--- src/rtl/xevious_pkg.sv ---
// Shared types and defaults for the Xevious ROM download path.
// Latency: none (declarations only).
// Backpressure: none (declarations only).
package xevious_pkg;

  // Loader FSM states
  typedef enum logic [2:0] {
    ST_IDLE   = 3'd0,
    ST_LOAD   = 3'd1,
    ST_SETTLE = 3'd2,
    ST_DONE   = 3'd3,
    ST_ERR    = 3'd4
  } loader_state_t;

  // Exact byte count of a valid Xevious ROM image
  localparam int ROM_SIZE_DEF = 'h1C000;

  // Cycles the core stays in reset after a good load completes
  localparam int HOLD_CYCLES_DEF = 16;

endpackage : xevious_pkg

--- src/rtl/xevious_rom_loader.sv ---
// Streams the ioctl ROM download into the core, checks size/order, and holds core reset until a good image is in.
// Latency: one clk_sys cycle from an accepted ioctl_wr to the matching dn_wr pulse.
// Backpressure: none; ioctl bytes are accepted or dropped in the cycle they arrive.
module xevious_rom_loader
  import xevious_pkg::*;
#(
  parameter int ROM_SIZE    = ROM_SIZE_DEF,
  parameter int HOLD_CYCLES = HOLD_CYCLES_DEF
) (
  input  logic        clk_sys,
  input  logic        reset,
  input  logic        ioctl_download,
  input  logic        ioctl_wr,
  input  logic [24:0] ioctl_addr,
  input  logic [7:0]  ioctl_dout,
  output logic [16:0] dn_addr,
  output logic [7:0]  dn_data,
  output logic        dn_wr,
  output logic        core_hold,
  output logic        rom_ready,
  output logic        load_err,
  output logic [16:0] byte_count,
  output logic [15:0] checksum
);

  // Settle counter only needs to reach HOLD_CYCLES-1
  localparam int SETTLE_W = (HOLD_CYCLES > 1) ? $clog2(HOLD_CYCLES) : 1;
  localparam logic [SETTLE_W-1:0] SETTLE_LAST = SETTLE_W'(HOLD_CYCLES - 1);
  localparam logic [24:0] ROM_LIMIT = 25'(ROM_SIZE);
  localparam logic [16:0] ROM_BYTES = 17'(ROM_SIZE);

  loader_state_t        state_q;
  loader_state_t        state_d;
  logic                 download_q;
  logic                 ovf_q;
  logic                 seq_q;
  logic [SETTLE_W-1:0]  settle_q;

  logic                 dl_rise;
  logic                 dl_fall;
  logic                 in_load;
  logic                 addr_in_range;
  logic                 addr_in_seq;
  logic                 byte_acc;
  logic                 ovf_hit;
  logic                 seq_hit;
  logic [16:0]          count_next;
  logic                 load_good;
  logic                 start_load;

  // Download edges come from a one-cycle delayed copy of ioctl_download
  assign dl_rise = ioctl_download & ~download_q;
  assign dl_fall = ~ioctl_download & download_q;

  // Byte classification; only meaningful (and only acted on) while loading
  assign in_load       = (state_q == ST_LOAD);
  assign addr_in_range = (ioctl_addr < ROM_LIMIT);
  assign addr_in_seq   = (ioctl_addr == {8'd0, byte_count});
  assign byte_acc      = in_load & ioctl_wr & addr_in_range & addr_in_seq;
  assign ovf_hit       = in_load & ioctl_wr & ~addr_in_range;
  assign seq_hit       = in_load & ioctl_wr & ~addr_in_seq;

  // End-of-load verdict includes a byte arriving on the same cycle as the falling edge
  assign count_next = byte_count + {16'd0, byte_acc};
  assign load_good  = (count_next == ROM_BYTES) & ~(ovf_q | ovf_hit | seq_q | seq_hit);

  // FSM state register
  always_ff @(posedge clk_sys or posedge reset) begin
    if (reset) begin
      state_q <= ST_IDLE;
    end else begin
      state_q <= state_d;
    end
  end

  // FSM next-state logic and load-start strobe
  always_comb begin
    state_d    = state_q;
    start_load = 1'b0;
    case (state_q)
      ST_IDLE, ST_DONE, ST_ERR: begin
        if (dl_rise) begin
          state_d    = ST_LOAD;
          start_load = 1'b1;
        end
      end
      ST_LOAD: begin
        if (dl_fall) begin
          state_d = load_good ? ST_SETTLE : ST_ERR;
        end
      end
      ST_SETTLE: begin
        if (settle_q == SETTLE_LAST) begin
          state_d = ST_DONE;
        end
      end
      default: begin
        state_d = ST_IDLE;
      end
    endcase
  end

  // Delayed download copy; resets high so a download already active at reset release is not an edge
  always_ff @(posedge clk_sys or posedge reset) begin
    if (reset) begin
      download_q <= 1'b1;
    end else begin
      download_q <= ioctl_download;
    end
  end

  // Byte counter, running checksum and the sticky overflow/sequence flags
  always_ff @(posedge clk_sys or posedge reset) begin
    if (reset) begin
      byte_count <= 17'd0;
      checksum   <= 16'd0;
      ovf_q      <= 1'b0;
      seq_q      <= 1'b0;
    end else if (start_load) begin
      byte_count <= 17'd0;
      checksum   <= 16'd0;
      ovf_q      <= 1'b0;
      seq_q      <= 1'b0;
    end else begin
      if (byte_acc) begin
        byte_count <= count_next;
        checksum   <= checksum + {8'd0, ioctl_dout};
      end
      if (ovf_hit) begin
        ovf_q <= 1'b1;
      end
      if (seq_hit) begin
        seq_q <= 1'b1;
      end
    end
  end

  // Core write port: one-cycle strobe, address/data held between writes
  always_ff @(posedge clk_sys or posedge reset) begin
    if (reset) begin
      dn_wr   <= 1'b0;
      dn_addr <= 17'd0;
      dn_data <= 8'd0;
    end else begin
      dn_wr <= byte_acc;
      if (byte_acc) begin
        dn_addr <= ioctl_addr[16:0];
        dn_data <= ioctl_dout;
      end
    end
  end

  // Settle counter runs only while in SETTLE and restarts from zero on entry
  always_ff @(posedge clk_sys or posedge reset) begin
    if (reset) begin
      settle_q <= '0;
    end else if (state_q == ST_SETTLE) begin
      settle_q <= settle_q + 1'b1;
    end else begin
      settle_q <= '0;
    end
  end

  // Registered status outputs, decoded from the next state so they switch with it
  always_ff @(posedge clk_sys or posedge reset) begin
    if (reset) begin
      core_hold <= 1'b1;
      rom_ready <= 1'b0;
      load_err  <= 1'b0;
    end else begin
      core_hold <= (state_d != ST_DONE);
      rom_ready <= (state_d == ST_DONE);
      load_err  <= (state_d == ST_ERR);
    end
  end

endmodule : xevious_rom_loader

--- config.mk ---
export PLATFORM = sky130hd
export DESIGN_NAME = xevious_rom_loader
export DESIGN_NICKNAME = d
export VERILOG_FILES = /design/src/rtl/xevious_pkg.sv /design/src/rtl/xevious_rom_loader.sv
export SDC_FILE = /design/constraint.sdc
export NUM_CORES = 1
export LEC_CHECK = 0
export BUFFER_PORTS_ARGS = -buffer_cell sky130_fd_sc_hd__buf_2
export CAP_MARGIN = 5
export CORE_MARGIN = 8
export CORE_UTILIZATION = 40
export CTS_CLUSTER_DIAMETER = 200
export DETAILED_ROUTE_END_ITERATION = 6
export PLACE_DENSITY = 0.68
export SYNTH_ARGS = -nofsm -noshare
export SYNTH_HDL_FRONTEND = slang
export SYNTH_SLANG_ARGS = --single-unit
--- constraint.sdc ---
create_clock -name clk_sys -period 7 [get_ports clk_sys]
set_input_delay 0.7 -clock clk_sys [delete_from_list [all_inputs] [get_ports clk_sys]]
set_output_delay 0.7 -clock clk_sys [all_outputs]
set_load 0.01 [all_outputs]
# After elaboration in Yosys (flattened, before gate mapping)
# Cells that the tools add are included.
[classes] reduce_logical=5 bitwise_logic=16 div_mod_pow=0 n_addsub=3 multipliers=0 n_shift=0 muxes=16 n_eq_ne=10 order_cmp=1
[ops] op="$mux W17" count=2
[ops] op="$mux W16" count=2
[ops] op="$eq A25 B17 Y1" count=1
[ops] op="$lt A25 B17 Y1 const B" count=1
[ops] op="$add A17 B1 Y17" count=1
[ops] op="$eq A17 B17 Y1 const B" count=1
[ops] op="$add A16 B8 Y16" count=1
[ops] op="$mux W3" count=4
[ops] op="$eq A3 B2 Y1 const B" count=3
[ops] op="$pmux W3 S3" count=1
[ops] op="$and A1 B1 Y1" count=8
[ops] op="$eq A3 B3 Y1 const B" count=2
[ops] op="$mux W1" count=6
[ops] op="$reduce_bool A2 Y1" count=3
[ops] op="$not A1 Y1" count=5
[ops] op="$add A4 B1 Y4 const B" count=1
[ops] op="$eq A4 B4 Y1 const B" count=1
[ops] op="$mux W4" count=1
[ops] op="$eq A3 B1 Y1 const B" count=1
[ops] op="$logic_not A3 Y1" count=1
[ops] op="$ne A3 B2 Y1 const B" count=1
[ops] op="$or A1 B1 Y1" count=3
[ops] op="$reduce_or A3 Y1" count=1
[word_totals] n_memories=0 romBits=0 elab_cells=64 reg_bits=72 latch_bits=0 mem_bits_rw=0 out_inout_bits=62

# Logic depth before layout (Yosys ltp)
# Gate-level depths: netlist (run 1).
[logic_depth] depth_word=12 ltp_mapped=17 depth_no_buf=14

# Worst setup path after synthesis (run 1)
# OpenSTA, ideal clock, no wires.
[synth_path] path_kind="input-to-reg" startpoint="in ioctl_addr[23]" endpoint="reg load_err" slack_ps=3353 n_path_buf=2 arrival_time_ps=3525 path_stages=15 t_required_ps=6878 path_cell_list="nor4_1 nand4_1 nor2_2 nand3_2 inv_1 buf_2 buf_2 ha_1 ha_1 nand3_2 nor4b_4 xor2_1 nor3_1 o2111ai_1 a32o_1"
[synth_rtl] item="start: declaration" line_no="xevious_rom_loader.sv:14" text="input logic [24:0] ioctl_addr,"
[synth_rtl] item="$lt A25 B17 Y1" line_no="xevious_rom_loader.sv:57" text="assign addr_in_range = (ioctl_addr < ROM_LIMIT);"
[synth_rtl] item="$and A1 B1 Y1" line_no="xevious_rom_loader.sv:59" text="assign byte_acc = in_load & ioctl_wr & addr_in_range & addr_in_seq;"
[synth_rtl] item="$and A1 B1 Y1 *" line_no="xevious_rom_loader.sv:59"
[synth_rtl] item="via byte_acc" line_no="xevious_rom_loader.sv:44" text="logic byte_acc;"
[synth_rtl] item="$add A17 B1 Y17 *" line_no="xevious_rom_loader.sv:64" text="assign count_next = byte_count + {16'd0, byte_acc};"
[synth_rtl] item="$eq A17 B17 Y1 *" line_no="xevious_rom_loader.sv:65" text="assign load_good = (count_next == ROM_BYTES) & ~(ovf_q | ovf_hit | seq_q | seq_hit);"
[synth_rtl] item="$and A1 B1 Y1 *" line_no="xevious_rom_loader.sv:65"
[synth_rtl] item="$mux W3 *" line_no="xevious_rom_loader.sv:89" text="state_d = load_good ? ST_SETTLE : ST_ERR;"
[synth_rtl] item="$mux W3 *" line_no="xevious_rom_loader.sv:88" text="if (dl_fall) begin"
[synth_rtl] item="$pmux W3 S3 *" line_no="xevious_rom_loader.sv:80" text="case (state_q)"
[synth_rtl] item="$eq A3 B3 Y1 *" line_no="xevious_rom_loader.sv:173" text="load_err <= (state_d == ST_ERR);"
[synth_rtl] item="end signal: assignment" line_no="xevious_rom_loader.sv:173"
[synth_rtl] item="end: declaration" line_no="xevious_rom_loader.sv:21" text="output logic load_err,"
# The timed path passes the listed nets; every way through them passes the cells marked *.
# A chain may end at the register's enable or synchronous reset.

# Final worst setup path (run 1)
[layout_path] startpoint="in ioctl_addr[19]" endpoint="reg load_err"
[layout_between] elab_chain_len=12
[layout_rtl] item="branches (longest 7 deep; another with $lt A25 B17 Y1)"
[layout_rtl] item="$and A1 B1 Y1 *" line_no="xevious_rom_loader.sv:65"
[layout_rtl] item="$mux W3 *" line_no="xevious_rom_loader.sv:89"
[layout_rtl] item="$mux W3 *" line_no="xevious_rom_loader.sv:88"
[layout_rtl] item="$pmux W3 S3 *" line_no="xevious_rom_loader.sv:80"
[layout_rtl] item="$eq A3 B3 Y1 *" line_no="xevious_rom_loader.sv:173"
# Mark *: on every way between the ends.

==> results of run 1 <==
## through the flow
step	setup WS, ns	total power [mW]	hold slack [ns]
floorplan	3.35	0.491	0.431
global placement	2.99	0.520	0.444
detailed placement	2.80	0.521	0.451
CTS	3.14	0.865	0.466
global route	2.81	0.892	0.461
finish	3.12	0.853	0.465
## worst register-to-register path: stages (launching register included)
cell and delay, ns:
dfrtp_1 0.54, xnor2_1 0.17, nand3_1 0.14, nor3_2 0.35, nand3_2 0.29, inv_1 0.15, ha_1 0.20, ha_1 0.26
nand3_2 0.19, nor4b_4 0.49, xor2_1 0.12, nor3_1 0.23, o2111ai_1 0.20, a32o_1 0.25
## layout make-up
class,count,area (um2),share of cell area [%]
multi-input combinational,330,1910,41.2
sequential,72,1800,38.9
timing repair buffer,101,513,11.1
tap,129,161,3.48
clock buffer,10,138,2.96
clock inverter,6,67.6,1.46
inverter,12,45.0,0.970
## flip-flops by register name, summed over array words and instances (netlist names)
register and count:
dn_data 8, dn_wr 1, core_hold 1, settle_q 4, rom_ready 1, load_err 1, download_q 1, state_q 3
seq_q 1, byte_count 17, ovf_q 1, dn_addr 17, checksum 16
## synthesized netlist by cell type (2+ instances only)
cell type,number,area share (%)
nand2_1,103,10
dfrtp_1,70,46
nor2_1,37,3.6
o21ai_0,36,4.7
xnor2_1,30,6.8
nand3_1,22,2.9
ha_1,11,3.6
inv_1,11,1.1
nor3_1,10,1.3
o31ai_1,8,1.6
nand4_1,7,1.1
nor4_1,7,1.1
a21oi_1,6,0.78
clkbuf_1,6,0.59
buf_2,5,0.65
xor2_1,5,1.1
and2_1,4,0.65
buf_1,4,0.39
o21a_1,4,0.78
nand2b_1,3,0.49
nand3_2,3,0.78
nor2b_1,3,0.49
a32o_1,2,0.52
and3_1,2,0.33
dfstp_2,2,1.4
nor3_2,2,0.52
nor4b_4,2,1.2
or2_2,2,0.33
## power breakdown
part           switching, mW  internal [mW]
Clock                  0.165          0.176
Combinational         0.0475         0.0289
Sequential           0.00928          0.427
Total                  0.222          0.631
## cell families after synthesis
logic type / count (synthesis) / share of synthesized area (%)
compound gates: 67 / 10.7
xor+xnor: 35 / 7.99
fa+ha+maj: 12 / 4.11
buf+inv: 29 / 3.29
flops: 72 / 47.0
simple gates: 216 / 27.0
## worst paths after layout
check | start | endpoint | slack, ns | cells past startpoint
setup / recovery | ioctl_addr[19] | load_err | 3.12 | 14
hold / removal | dn_addr[9] | dn_addr[9] | 0.47 | 2
setup reg to reg | byte_count[13] | load_err | 3.31 | 13
hold reg to reg | dn_addr[9] | dn_addr[9] | 0.47 | 2
max in group asynchronous | reset | byte_count[14] | 5.74 | 3
min in group asynchronous | reset | checksum[10] | 0.61 | 3
## routing by layer
| layer | share of wire, % | vias to the layer above | global-route usage (%) |
|---|---|---|---|
| li1 | - | 1657 | - |
| met1 | 46 | 1564 | 21.0 |
| met5 | 0 | - | 0 |
| met2 | 44 | 90 | 23.4 |
| met3 | 7.9 | 17 | 5.18 |
| met4 | 2.0 | 0 | 6.83 |
==> flow_metrics.tcl, run 1 <==
set metrics [dict create \
    grt_first_pass_wirelength_um 16600 \
    placementRows 35 \
    wl_per_cell_um 15.4 \
    layout_min_cycle_time_ns 3.88 \
    cts-resized-gates 0 \
    fmax_mhz 258 \
    final_design_area_no_fill_um2 4640 \
    layout-drive-gt1-share_pct 26.0 \
    cts-hold-fix-buffers 0 \
    async_flop_share_pct 100 \
    crit_family "simple AND/OR/NAND/NOR gates" \
    vias_per_std_cell 5.04 \
    holdCritPathClass "reg2reg" \
    layout_commonest_cell "nand2_1" \
    setup_repair_after_global_routing_missed_its_margin "false" \
    worstPathBufferInverterCount 2 \
    initial_util_pct 41.3 \
    post-dp-hpwl_um 7360 \
    utilization_pct 50.0 \
    place.detailed.instances 644 \
    antennaDiodeCount 0 \
    total_leakage_power_nw 2.36 \
    die-width_um 114 \
    design.core.area_um2 9280 \
    setup-violations-final 0 \
    finalCritPeriodShare_pct 55.4 \
    filler_cell_count 938 \
    worstPathRequired_ns 7.22 \
    die_h_um 114 \
    crit_path_cell_trace "buf_2 > nor4_1 > nand4_1 > nor2_2 > nand3_2 > inv_1 > ha_1 > ha_1 > nand3_2 > nor4b_4 > xor2_1 > nor3_1 > o2111ai_1 > a32o_1" \
    critPathMaxStageDelay_ns 0.56 \
    htree_levels 3 \
    combined_global_route_utilization_of_all_metal_layers_pct 16.0 \
    cts_max_path_buffers 2 \
    clock_latency_on_the_worst_skew_pair_ns 0.35 \
    areaGrowthSynthToFinish_pct 20.9 \
    die_area_um2 13000 \
    drt-initial-drc-count 216 \
    syn_inst 431 \
    timing.setup.tns_ns 0 \
    drt-total-wl_um 10100 \
    cp.arrival_ns 4.11 \
    timing.setup.critical_path_class "in2reg" \
    netlist-cell-type-count 52 \
    synth.yosys.seq_area_share_pct 47.0 \
    dpl_cell_area_um2 4440 \
    first_global_vias 3309 \
    ys.flop_type "dfrtp_1" \
    gp_congestion 0.839 \
    most_used_cells_in_the_layout_excluding_fill_and_tap_cells "nand2_1 (103), buf_2 (98), dfrtp_1 (70), nor2_1 (37), o21ai_0 (36)" \
    post_synthesis_mean_instance_area_um2 8.91 \
    nets 575 \
    worst_slew_margin_rel_pct 36.9 \
    cts_post_setup_buffers_inserted 0 \
    skew_ns 0.0161 \
    numCtsBuffers 9 \
    synth_nets 480 \
    timing.critical_path.from_type "input port" \
    cap_violations 0 \
    powerDensity_nw_per_um2 184 \
    dr_total_vias 3328 \
    worstSetupEndpointType "flop" \
    cts.sinks 72 \
    ys_seq_elements 72 \
    antenna_found_initial 0 \
    clockRootBuffer "clkbuf_8" \
    portBuffers 98 \
    hold_viol 0 \
    cts.clk_slew.worst_paths_ns 0.08 \
    tightest_slew_ns 0.946 \
    post_detailed_route_drc_marker_count 0 \
    finish.cell_count_without_fillers 660 \
    critical_path_top_delay_cell "nor4_1" \
    drt_pre_antenna_iters 4 \
    ant_nets 0 \
    ios 99 \
    ys_warn_count 0 \
    timing.final.max_slew_violations 0 \
    grt_overflow_total 0 \
    vdd_drop_max_uv 101 \
    synth_edf_count 0 \
    grt_max_degree 73 \
    worst-path-max-fanout 11 \
    cts_tree "built" \
    run_status "complete, no violations" \
    syn_area_um2 3840 \
]
Power figures use the tool's default switching activity.
==> run 2: changes to the inputs <==
Clock period 7 ns to 4.05 ns, I/O delays scaled along.
==> run 2 against run 1 <==
Effect of this change: die area unchanged; critical endpoint is now state_q[2]; wire length increased by 0.58%; core utilization is 0.35 points higher; register-to-register slack got worse by 2.6 ns; critical path depth is 1 lower; first-iteration DRC count down 28%; final cell count is 0.30% higher; clock power grew 87%; non-clock buffer count rose by 2.
==> flow_metrics.tcl, run 2 (synthesis results as in run 1) <==
set metrics [dict create \
    reg2reg_depth 13 \
    drt-total-wl_um 10200 \
    total_leakage_power_nw 2.38 \
    run_status "complete, no violations" \
    die_h_um 114 \
    crit_path_cell_trace "xnor2_1 > nand4_1 > nor3_2 > nand3_2 > inv_1 > ha_1 > ha_1 > nand3_2 > nor4b_4 > xor2_1 > nor3_1 > o2111ai_1 > a32o_1" \
    layout-drive-gt1-share_pct 26.1 \
    layout_min_cycle_time_ns 3.31 \
    leading_registers_by_flop_count "byte_count: 17 flops, dn_addr: 17 flops, checksum: 16 flops" \
    vdd_drop_max_uv 197 \
    fmax_mhz 302 \
    first_global_vias 3351 \
    cts_tree "built" \
    filler_cell_count 916 \
    portBuffers 98 \
    nets 577 \
    groute.layer.met2.usage_pct 24.7 \
    areaGrowthSynthToFinish_pct 21.8 \
    timing.critical_path.from_type "flop" \
    initial_util_pct 41.3 \
    globalRouteMet1Util_pct 21.3 \
    placementRows 35 \
    grt_overflow_total 0 \
    setup-violations-final 0 \
    antennaDiodeCount 0 \
    crit_family "simple AND/OR/NAND/NOR gates" \
    setup_repair_after_global_routing_missed_its_margin "false" \
    clock_latency_on_the_worst_skew_pair_ns 0.35 \
    cts.clk_slew.worst_paths_ns 0.07 \
    globalRoute.busiestLayer "met2" \
    power_mw 1.53 \
    cts_max_path_buffers 2 \
    holdCritPathClass "in2reg" \
    utilization_pct 50.4 \
    grt_first_pass_wirelength_um 16700 \
    most_used_cells_in_the_layout_excluding_fill_and_tap_cells "nand2_1 (103), buf_2 (98), dfrtp_1 (70), nor2_1 (37), o21ai_0 (36)" \
    ff_latch_area_um2 1800 \
    multi_input_area_um2 1910 \
    ant_nets 0 \
    antenna_found_initial 0 \
    finalCritPeriodShare_pct 81.7 \
    die_area_um2 13000 \
    timing.setup.tns_ns 0 \
    hold_viol 0 \
    layout_commonest_cell "nand2_1" \
    worst-path-max-fanout 9 \
    drt-initial-drc-count 156 \
    critPathMaxStageDelay_ns 0.50 \
    htree_levels 3 \
    timing.setup.critical_path_class "reg2reg" \
    skew_ns 0.0153 \
    critical_path.reg2reg.startpoint "byte_count[9]" \
    tightest_slew_ns 0.999 \
    groute.layer.met3.usage_pct 4.75 \
    cts-hold-fix-buffers 0 \
    worstPathRequired_ns 4.28 \
    numCtsBuffers 9 \
    gp_congestion 0.814 \
    timing.final.max_slew_violations 0 \
    cts.sinks 72 \
    powerDensity_nw_per_um2 326 \
    reg2reg_setup_slack_ns 0.74 \
    worstSetupEndpointType "flop" \
    min_delay_path_depth 1 \
    post_detailed_route_drc_marker_count 0 \
    die-width_um 114 \
    dr_total_vias 3326 \
    cts_post_setup_buffers_inserted 0 \
    wl_per_cell_um 15.4 \
    hp-start "ioctl_download" \
    combined_global_route_utilization_of_all_metal_layers_pct 16.1 \
    worstPathBufferInverterCount 1 \
    cp.arrival_ns 3.54 \
    critical_path.reg2reg.endpoint "state_q[2]" \
    ios 99 \
    vias_per_std_cell 5.02 \
    cap_violations 0 \
    grt_max_degree 48 \
    drt_pre_antenna_iters 4 \
    clockRootBuffer "clkbuf_8" \
    critical_path_top_delay_cell "dfrtp_1" \
    holdPathEnd "download_q" \
    cts-resized-gates 0 \
    design.core.area_um2 9280 \
    worst_slew_margin_rel_pct 33.4 \
    post-dp-hpwl_um 7580 \
]
[run 2: changes by cell type in the layout (fill, tap and decap cells not counted), sizes merged]
| cell | before | now |
|---|---|---|
| inv | 13 | 12 |
| clkbuf | 10 | 11 |
| buf | 101 | 103 |
| clkinvlp | 2 | 1 |
| bufinv | 1 | 2 |
[run 2: where the power goes]
group          switching (mW)  internal, mW  leakage, nW
Combinational          0.0837        0.0500         1.28
Sequential             0.0158         0.738        0.993
Clock                   0.275         0.364        0.110
Total                   0.374          1.15         2.38
[run 2: metal layers]
layer | part of all wire (%) | vias to the layer above
li1 | - | 1661
met5 | 0 | -
met4 | 1.1 | 0
met2 | 45 | 94
met1 | 47 | 1561
met3 | 7.5 | 10
[run 2: worst max-delay path by stage]
| stage | to | from | depth (start not counted) | slack (ns) |
|---|---|---|---|---|
| 3_5_place_dp | state_q[2] | ioctl_addr[23] | 14 | 0.48 |
| 4_1_cts | state_q[2] | byte_count[9] | 13 | 0.71 |
| 3_3_place_gp | load_err | ioctl_addr[23] | 14 | 0.58 |
| 6_report | state_q[2] | byte_count[9] | 13 | 0.74 |
| 2_1_floorplan | load_err | byte_count[12] | 16 | 0.65 |
| 5_1_grt | load_err | byte_count[9] | 13 | 0.36 |
[run 2: cell type report]
type                            count  share of cell area [%]
Sequential cell                    72                    38.6
Clock inverter                      5                    1.74
Multi-Input combinational cell    330                    40.9
Clock buffer                       11                    3.02
Tap cell                          129                    3.45
Timing Repair Buffer              103                    11.3
Inverter                           12                   0.964
[run 2: stage by stage]
stage | instances | area, um2 | hold slack, ns | worst slack (ns)
final | 662 | 4670 | 0.179 | 0.742
after CTS | 662 | 4670 | 0.169 | 0.710
after floorplan | 431 | 3840 | 0.409 | 0.649
after global routing | 662 | 4670 | 0.163 | 0.358
after detailed placement | 646 | 4450 | 0.451 | 0.479
after global placement | 646 | 4450 | 0.444 | 0.583
==> run 3: changes to the inputs <==
Settings changed: ABC_AREA set to 1, PLACE_DENSITY 0.68 to 0.7.
Clock period 4.05 ns to 2.8 ns, I/O delays scaled along.
==> run 3 against run 2 <==
Effect of this change: first-iteration DRC count grew 76%; critical path depth grew 8; final cell count grew 29%; sequential power grew 43%; clock skew shrank 0.0060 ns; core utilization grew 2.8 points; maximum frequency grew 23%; clock-buffer cell count grew 2.
==> flow_metrics.tcl, run 3 <==
set metrics [dict create \
    run_status "complete, no violations" \
    groute.layer.met2.usage_pct 28.2 \
    layout_min_cycle_time_ns 2.69 \
    net-switching-power_uw 582 \
    syn_inst 570 \
    netlist-cell-type-count 30 \
    detailedPlace.worstSlack_ns -0.252 \
    setup-violations-final 0 \
    p_int_mw 1.62 \
    synthAdderAreaFrac_pct 3.76 \
    vdd_drop_max_uv 212 \
    post_synthesis_mean_instance_area_um2 7.36 \
    setup_slack_ns 0.109 \
    worst-path-max-fanout 4 \
    ant_nets 0 \
    synthesized_area_fraction_occupied_by_ao_oa_aoi_and_oai_cells_pct 9.72 \
    cts.sinks 72 \
    filler_cell_count 1015 \
    areaGrowthSynthToFinish_pct 30.2 \
    clock_power_share_pct 38.9 \
    p_seq_share_pct 49.1 \
    synth_mux_area_share_pct 0 \
    initial_util_pct 40.8 \
    globalRouteMet1Util_pct 20.4 \
    synth_most_common_cell "nand2_1" \
    dr_total_vias 4100 \
    cts_max_path_buffers 2 \
    antenna_found_initial 0 \
    ys.flop_type "dfrtp_1" \
    worstSetupEndpointType "flop" \
    fmax_mhz 372 \
    gp_congestion 0.929 \
    finish.cell_count_without_fillers 851 \
    powerDensity_nw_per_um2 402 \
    synth_nets 619 \
    most_used_cells_in_the_layout_excluding_fill_and_tap_cells "nand2_1 (183), buf_2 (98), dfrtp_1 (70), inv_1 (60), buf_4 (42)" \
    layout-drive-gt1-share_pct 30.3 \
    grt_max_degree 59 \
    clockRootBuffer "clkbuf_8" \
    skew_ns 0.00925 \
    holdCritPathClass "in2reg" \
    timing.critical_path.from_type "flop" \
    drt-initial-drc-count 274 \
    cap_violations 0 \
    nets 759 \
    drt_pre_antenna_iters 5 \
    clock_latency_on_the_worst_skew_pair_ns 0.36 \
    crit_family "simple AND/OR/NAND/NOR gates" \
    die_h_um 118 \
    syn_area_um2 4200 \
    combined_global_route_utilization_of_all_metal_layers_pct 16.8 \
    cts.clk_slew.worst_paths_ns 0.07 \
    power.share.combinational_pct 11.9 \
    vias_per_std_cell 4.82 \
    grt_overflow_total 0 \
    timing.setup.critical_path_class "reg2reg" \
    groute.layer.met3.usage_pct 3.71 \
    post-dp-hpwl_um 8480 \
    place.detailed.instances 819 \
    first_global_vias 4211 \
    synth_top_area_share_pct 41.7 \
    layout_commonest_cell "nand2_1" \
    die_area_um2 14000 \
    ios 99 \
    finalCritPeriodShare_pct 96.1 \
    tightest_slew_ns 0.539 \
    power_mw 2.20 \
    numCtsBuffers 9 \
    leading_registers_by_flop_count "byte_count: 17 flops, dn_addr: 17 flops, checksum: 16 flops" \
    cp.arrival_ns 2.92 \
    synth_edf_count 0 \
    setup_repair_after_global_routing_missed_its_margin "true" \
    die-width_um 118 \
    synthTopCellsByCount "nand2_1 (186), dfrtp_1 (70), inv_1 (66)" \
    cts_tree "built" \
    total_leakage_power_nw 2.93 \
    utilization_pct 53.2 \
    antennaDiodeCount 0 \
    synth_simple_gate_area_share_pct 32.4 \
    portBuffers 98 \
    async_flop_share_pct 100 \
    post-synth-top-area-cell "dfrtp_1" \
    worstPathBufferInverterCount 3 \
    design.core.area_um2 10300 \
    timing.final.max_slew_violations 0 \
    placementRows 37 \
    synth.area.top_cells "dfrtp_1 (42%), nand2_1 (17%), inv_1 (5.9%)" \
    critical_path_top_delay_cell "dfrtp_1" \
    crit_path_cell_trace "inv_2 > nand2_1 > nand2_1 > nor2_1 > nand2_1 > nor2_2 > nand3_2 > nor2_4 > ha_4 > ha_4 > nand3_4 > buf_6 > xor2_1 > inv_1 > nand2_1 > nor2_2 > nand3_1 > nor2_2 > nand2_1 > nand2_1 > o21ai_1" \
    hold_viol 0 \
    htree_levels 3 \
    wl_per_cell_um 13.7 \
    synth.yosys.seq_area_share_pct 43.0 \
    crit_top_cell "nand2_1" \
    dominant_combinational_cell_family_by_area_after_synthesis "simple AND/OR/NAND/NOR gates" \
    grt_first_pass_wirelength_um 19700 \
    ys_seq_elements 72 \
    worstPathRequired_ns 3.03 \
    globalRoute.busiestLayer "met2" \
    critPathMaxStageDelay_ns 0.41 \
    power_switching_share_pct 26.5 \
    ys_warn_count 0 \
    synth-xor-area-share_pct 2.30 \
    drt-total-wl_um 11700 \
    worst_slew_margin_rel_pct 64.1 \
    post_detailed_route_drc_marker_count 0 \
]
run 3: cell count changes after synthesis, sizes merged, moves of 9 or more:
cell and change:
a21oi +9, nor2 +18, nand3 +26, inv +63, nand2 +83, xnor2 -28
run 3: final cells by class:
type | instances | area (um2) | area share [%]
Multi-Input combinational cell | 409 | 2160 | 39.5
Sequential cell | 72 | 1800 | 33.0
Timing Repair Buffer | 143 | 847 | 15.5
Inverter | 75 | 284 | 5.20
Tap cell | 136 | 170 | 3.11
Clock buffer | 13 | 159 | 2.91
Clock inverter | 3 | 40.0 | 0.733
run 3: worst paths after layout:
path	startpoint	endpoint	slack, ns	cells after the start
hold / removal	ioctl_download	download_q	0.04	1
min in group asynchronous	reset	checksum[13]	0.43	3
hold reg to reg	settle_q[0]	settle_q[0]	0.46	1
setup / recovery	byte_count[14]	load_err	0.11	21
max in group asynchronous	reset	core_hold	1.70	4
setup reg to reg	byte_count[14]	load_err	0.11	21
run 3: cell families (layout without fill, tap and decap cells):
kind of cell,after synthesis,in the layout
and+or+nand+nor,312,312
buffers and inverters,89,234
adders and majority gates,12,12
xor gates and xnor gates,11,11
DFF,72,72
AOI/OAI and AO/OA,74,74
run 3: power by group through the flow:
stage               Clock, mW  Combinational, mW  Sequential [mW]
floorplan                   0              0.147             1.10
global placement            0              0.234             1.10
detailed placement          0              0.240             1.10
CTS                     0.872              0.244             1.08
global route            0.918              0.295             1.08
finish                  0.856              0.262             1.08
run 3: timing repair:
action,in CTS,in global routing
hold buffers,1,0
hold endpoints to repair,14,0
gates resized for setup,11,30
setup endpoints to repair,5,5
pin swaps,5,21
buffers inserted,6,9
run 3: layer usage:
layer / vias to the layer above / share of wire [%]
met1: 1897 / 45
li1: 2094 / -
met3: 15 / 4.6
met4: 0 / 1.9
met2: 94 / 49
met5: - / 0
run 3: worst reg2reg max path: cells and delay by family (launching register included):
| kind | cells | cell delay [ns] |
|---|---|---|
| compound gates | 1 | 0.06 |
| xor+xnor | 1 | 0.13 |
| buf+inv | 3 | 0.27 |
| simple gates | 14 | 1.36 |
| fa+ha+maj | 2 | 0.32 |
| flops | 1 | 0.41 |
run 3: metrics by stage:
step / hold slack, ns / instance area (um2) / TNS (ns)
final: 0.0354 / 5470 / 0
after global routing: 0.0245 / 5470 / -0.408
after CTS: 0.0203 / 5290 / 0
after detailed placement: 0.275 / 5000 / -1.13
after global placement: 0.266 / 5000 / -0.417
after floorplan: 0.284 / 4200 / 0
